$ cat src/rtl/tm_slave_multimaster.sv
//------------------------------------------------------------------------------
// Module      : tm_slave_multimaster
// Description : Slave-side credit shell. Forwards NoC request flits to a slave
//               module, remembers each request's return tag {src_vc, src} in an
//               in-order FIFO and stamps the head tag onto each module reply so
//               the reply (and its credit) goes back to the requesting master.
// Revision    : 1.0 - initial release
//------------------------------------------------------------------------------
`default_nettype none

module tm_slave_multimaster #(
  parameter int NUM_CREDITS      = 32,
  parameter int ADDRESS_WIDTH    = 4,
  parameter int VC_ADDRESS_WIDTH = 2,
  parameter int WIDTH_NOC        = 36
) (
  input  logic                                 clk,
  input  logic                                 rst,
  input  logic                                 req_valid_in,
  input  logic [WIDTH_NOC-1:0]                 req_data_in,
  input  logic [ADDRESS_WIDTH-1:0]             req_src,
  input  logic [VC_ADDRESS_WIDTH-1:0]          req_src_vc,
  output logic                                 req_ready_out,
  output logic                                 req_valid_out,
  output logic [WIDTH_NOC-1:0]                 req_data_out,
  input  logic                                 req_ready_in,
  input  logic                                 rsp_valid_in,
  input  logic [WIDTH_NOC-1:0]                 rsp_data_in,
  output logic                                 rsp_ready_out,
  output logic                                 rsp_valid_out,
  output logic [WIDTH_NOC-1:0]                 rsp_data_out,
  output logic [ADDRESS_WIDTH-1:0]             rsp_dest,
  output logic [VC_ADDRESS_WIDTH-1:0]          rsp_vc,
  input  logic                                 rsp_ready_in,
  output logic [$clog2(NUM_CREDITS+1)-1:0]     num_outstanding
);

  localparam int c_PTR_W = (NUM_CREDITS > 1) ? $clog2(NUM_CREDITS) : 1;
  localparam int c_CNT_W = $clog2(NUM_CREDITS + 1);
  localparam int c_TAG_W = VC_ADDRESS_WIDTH + ADDRESS_WIDTH;
  localparam logic [c_PTR_W-1:0] c_LAST_PTR = c_PTR_W'(NUM_CREDITS - 1);
  localparam logic [c_CNT_W-1:0] c_FULL_CNT = c_CNT_W'(NUM_CREDITS);

  logic [c_TAG_W-1:0] r_tag_mem [NUM_CREDITS];
  logic [c_PTR_W-1:0] r_wr_ptr;
  logic [c_PTR_W-1:0] r_rd_ptr;
  logic [c_CNT_W-1:0] r_count;

  logic               r_req_valid;
  logic [WIDTH_NOC-1:0] r_req_data;
  logic               r_rsp_valid;
  logic [WIDTH_NOC-1:0] r_rsp_data;
  logic [c_TAG_W-1:0] r_rsp_tag;

  logic               w_push;
  logic               w_pop;
  logic               w_not_full;
  logic               w_not_empty;
  logic [c_TAG_W-1:0] w_rd_tag;

  // Ready terms are gated by reset so every output reads 0 while rst is low.
  // Full blocks requests even when a pop happens in the same cycle.
  assign w_not_full    = (r_count < c_FULL_CNT);
  assign w_not_empty   = (r_count != '0);
  assign req_ready_out = rst & (~r_req_valid | req_ready_in) & w_not_full;
  assign rsp_ready_out = rst & (~r_rsp_valid | rsp_ready_in) & w_not_empty;

  assign w_push   = req_valid_in & req_ready_out;
  assign w_pop    = rsp_valid_in & rsp_ready_out;
  assign w_rd_tag = r_tag_mem[r_rd_ptr];

  assign req_valid_out   = r_req_valid;
  assign req_data_out    = r_req_data;
  assign rsp_valid_out   = r_rsp_valid;
  assign rsp_data_out    = r_rsp_data;
  assign {rsp_vc, rsp_dest} = r_rsp_tag;
  assign num_outstanding = r_count;

  // Tag storage: written on request accept, contents need no reset.
  always_ff @(posedge clk) begin
    if (w_push) begin
      r_tag_mem[r_wr_ptr] <= {req_src_vc, req_src};
    end
  end

  // FIFO pointers with explicit wrap and occupancy counter.
  always_ff @(posedge clk or negedge rst) begin
    if (!rst) begin
      r_wr_ptr <= '0;
      r_rd_ptr <= '0;
      r_count  <= '0;
    end else begin
      if (w_push) begin
        r_wr_ptr <= (r_wr_ptr == c_LAST_PTR) ? '0 : r_wr_ptr + 1'b1;
      end
      if (w_pop) begin
        r_rd_ptr <= (r_rd_ptr == c_LAST_PTR) ? '0 : r_rd_ptr + 1'b1;
      end
      case ({w_push, w_pop})
        2'b10:   r_count <= r_count + 1'b1;
        2'b01:   r_count <= r_count - 1'b1;
        default: r_count <= r_count;
      endcase
    end
  end

  // Request output register toward the slave module.
  always_ff @(posedge clk or negedge rst) begin
    if (!rst) begin
      r_req_valid <= 1'b0;
      r_req_data  <= '0;
    end else if (w_push) begin
      r_req_valid <= 1'b1;
      r_req_data  <= req_data_in;
    end else if (req_ready_in) begin
      r_req_valid <= 1'b0;
    end
  end

  // Reply output register toward the NoC; cleared once the flit drains.
  always_ff @(posedge clk or negedge rst) begin
    if (!rst) begin
      r_rsp_valid <= 1'b0;
      r_rsp_data  <= '0;
      r_rsp_tag   <= '0;
    end else if (w_pop) begin
      r_rsp_valid <= 1'b1;
      r_rsp_data  <= rsp_data_in;
      r_rsp_tag   <= w_rd_tag;
    end else if (rsp_ready_in) begin
      r_rsp_valid <= 1'b0;
      r_rsp_data  <= '0;
      r_rsp_tag   <= '0;
    end
  end

endmodule

`default_nettype wire

$ cat config.mk
export PLATFORM = sky130hd
export DESIGN_NAME = tm_slave_multimaster
export DESIGN_NICKNAME = d
export VERILOG_FILES = /design/src/rtl/tm_slave_multimaster.sv
export SDC_FILE = /design/constraint.sdc
export NUM_CORES = 1
export LEC_CHECK = 0
export CAP_MARGIN = 20
export CORE_AREA = 2 2 212 214
export DETAILED_ROUTE_END_ITERATION = 16
export DIE_AREA = 0 0 214 216
export MAX_ROUTING_LAYER = met4
export PLACE_DENSITY_LB_ADDON = 0.3
export SETUP_SLACK_MARGIN = 0.1
export SYNTH_ARGS = -nofsm -noshare
export SYNTH_HDL_FRONTEND = slang
export SYNTH_SLANG_ARGS = --single-unit
$ cat constraint.sdc
create_clock -name clk -period 4 [get_ports clk]
set_clock_uncertainty 0.1 [all_clocks]
set_input_delay 0.4 -clock clk [delete_from_list [all_inputs] [get_ports clk]]
set_output_delay 0.4 -clock clk [all_outputs]
set_load 0.005 [all_outputs]
==> flow_summary.yaml <==
status:
  status: "finished clean"
yosys:
  syn_area_um2: 11770
  ys_types: 49
  synth_area_per_cell_um2: 13.91
  ys_seq_elements: 288
  synth.area.top_cells: "edfxtp_1 49%, dfrtp_1 20%, nand2_1 6.9%"
  synthesis.nets: 940
  ys_seq_area_share_pct: 69.39
  yosys.area.top_type: "edfxtp_1"
  netlist.area_leader.share_pct: 48.98
  yosys_warnings: 0
  syn_inst: 846
detailed_routing:
  ant_nets: 0
  num_vias: 7286
  drt_iter0_drc: 386
  drt_pre_antenna_iters: 6
  drc: 0
  drt-total-wl_um: 28730
  wl_per_cell_um: 17.38
  vias_per_cell: 4.408
grt:
  grt_first_pass_wirelength_um: 44680
  grt_max_degree: 55
  grtUsageMet2_pct: 19.77
  grt.busiest_layer: "met2"
  antenna_found_initial: 0
  met3_usage_pct: 2.650
  grt-ovfl-total: 0
  grt_pass1_vias: 7661
  grt_util_met1_pct: 16.75
  grt_util_all_layers_pct: 12.77
critical_path:
  cpPeakStageDelay_ns: 0.52
  crit_chain: "nor4_1 > a21boi_0 > nand3_2 > inv_1 > ha_1 > inv_1 > or4_1 > a221o_1 > nand2_1 > xor2_1"
  cp.depth: 10
  crit_path_start: "num_outstanding[3]$_DFFE_PN0P_"
  arrival_ns: 3.57
  cpMostUsedCell: "inv_1"
  path_buf_inv: 2
  critPathTopFamily: "simple AND/OR/NAND/NOR gates"
  r2r_start: "num_outstanding[3]$_DFFE_PN0P_"
  crit_path_end_kind: "flop"
  reg2regPathDepth: 10
  start_kind: "flop"
  path_max_fanout: 10
  crit_type: "flop to flop"
  worst_ep_required_time_ns: 4.34
  crit_slowest_cell: "or4_1"
clock_tree:
  cts_sinks: 288
  ctsHtreeMaxLevel: 2
  clk_pin_slew_ns: 0.06
  cts_tree: "built"
  root_buffer: "clkbuf_16"
  post-cts-setup-buffers: 0
  cts_buffers: 34
  cts-resized-gates: 0
  clk_path_buf_depth: 3
  clock_latency_ns: 0.51
  ctsHoldBuffers: 1
timing:
  period_minus_slack_ns: 3.230
  rsz0062_at_grt: "false"
  timing.final.hold_violations: 0
  slew_headroom_pct: 30.27
  tightest_slew_ns: 1.041
  slew_viol_final: 0
  holdWs_ns: 0.3099
  fin_tns_setup_ns: 0
  timing.final.crit_share_pct: 80.76
  max_freq_mhz: 309.6
  finalSetupViolCount: 0
die:
  row_count: 77
  core_area_um2: 43840
  die_y_um: 216
  initial_utilization_pct: 26.85
  die-area_um2: 46220
  ios: 172
  die_w_um: 214
power:
  p_per_area_nw_per_um2: 606.8
  sw_frac_of_total_pct: 29.30
  internal-power_mw: 6.577
  seqPwrFrac_pct: 42.3
  power_leakage_nw: 5.814
  switchingPower_mw: 2.726
  vdd_drop_max_mv: 0.3704
  power_frac_comb_pct: 25.6
  p_clk_share_pct: 32.1
worst_hold_path:
  min_delay_path_depth: 3
  hold_class: "input pin to flop"
  holdCritStartpoint: "req_data_in[22]"
run:
  cap_viol_max_count: 0
place:
  hpwlAfterDp_um: 18910
  numPortBuffers: 171
  gp_congestion: 0.7790
  dpl-instance-area_um2: 14240
  dp_cells: 1591
finish:
  area_growth_syn_to_layout_pct: 30.25
  stdcell_area_um2: 15330
  drive_gt1_share_pct: 9.237
  nets: 1130
  antenna_cells: 0
  fin_cells: 1653
[power groups by stage]
stage	clock (mW)	sequential, mW	combinational [mW]
after floorplan	0	3.82	1.39
after global placement	0	3.99	2.40
after detailed placement	0	3.99	2.42
after CTS	3.08	3.94	2.43
after global routing	3.22	4.00	2.62
final	2.99	3.94	2.38
[through the flow]
stage               total power, mW  worst slack [ns]  util, %
floorplan                     5.209             1.086        -
global placement              6.388            0.9154    32.42
detailed placement            6.410            0.8065    32.48
CTS                           9.451            0.7804    34.98
global route                  9.830            0.5203    34.98
finish                        9.303            0.7697    34.98
[synth_stat cells, drive strengths merged]
cell type	instances
o211ai	5
nand2	217
xor2	4
a32o	6
or4	1
nand3	11
inv	9
a221o	1
and2	3
a22oi	18
a211o	2
o31ai	1
a31oi	2
nor4b	3
a32oi	1
xnor2	3
nand2b	3
mux2	2
a21o	3
dfrtp	96
a21boi	1
o21ai	8
nor2	35
nand4b	1
buf	28
nor2b	2
and2b	2
and3b	1
a21oi	13
ha	10
clkbuf	19
nand3b	37
edfxtp	192
nand4	5
mux4	24
nor4	2
and3	2
o22ai	1
nor3	9
mux2i	57
or3	5
a21bo	1
[path summary, 6_finish.rpt]
| kind | endpoint | slack (ns) |
|---|---|---|
| worst max-delay path | num_outstanding[5]$_DFFE_PN0P_ | 0.77 |
| worst min-delay path | req_data_out[22]$_DFFE_PN0P_ | 0.31 |
| worst max register to register | num_outstanding[5]$_DFFE_PN0P_ | 0.77 |
| worst min register to register | req_data_out[10]$_DFFE_PN0P_ | 0.38 |
| max in group asynchronous | r_rd_ptr[1]$_DFFE_PN0N_ | 2.11 |
| min in group asynchronous | req_data_out[14]$_DFFE_PN0P_ | 0.45 |
[area by class of cell]
cell class | instances | area [µm²]
inverters | 9 | 33.78
multi-input cells | 502 | 3332
well taps | 592 | 740.7
clock inverters | 17 | 122.6
clock buffers | 44 | 962.2
fillers | 4290 | 28500
repair buffers | 201 | 1969
flip-flops and latches | 288 | 8172
[worst register-to-register path, stage by stage, from the launching register on]
cell,delay [ns]
dfrtp_1,0.49
nor4_1,0.09
a21boi_0,0.51
nand3_2,0.14
inv_1,0.24
ha_1,0.41
inv_1,0.13
or4_1,0.52
a221o_1,0.30
nand2_1,0.07
xor2_1,0.14
[metal layers]
| layer | up-vias | wire, µm |
|---|---|---|
| li1 | 3462 | - |
| met4 | 0 | 724 |
| met5 | - | 0 |
| met1 | 3599 | 13080 |
| met2 | 179 | 13440 |
| met3 | 46 | 1481 |
[kinds of logic after synthesis]
logic type,after synthesis,share of synthesized area (%)
compound gates,63,3.742
fa+ha+maj,10,1.063
simple gates,339,12.99
mux,83,9.949
xor+xnor,7,0.5208
buf+inv,56,2.349
flops,288,69.39
[cells in the final DEF (no fill, tap or decap), types with 10 or more instances in the layout]
cell             synthesis  routed
nand3b_1                37      37
clkdlybuf4s50_1          0     170
a21oi_1                 13      13
mux4_1                  10      10
mux4_2                  14      14
a22oi_1                 18      18
mux2i_1                 57      57
nor2_1                  35      35
buf_4                    2      28
nand3_1                 11      10
ha_1                    10      10
dfrtp_1                 96      95
clkbuf_16                0      37
nand2_1                217     217
edfxtp_1               192     192
[flip-flops by register name, summed over array words and instances (netlist names), 5 cells and up]
signal and flops:
rsp_data_out 36, req_data_out 36, r_rd_ptr 5, r_tag_mem 192
num_outstanding 6, r_wr_ptr 5, r_rsp_tag 6
(Power assumes the default switching activity.)
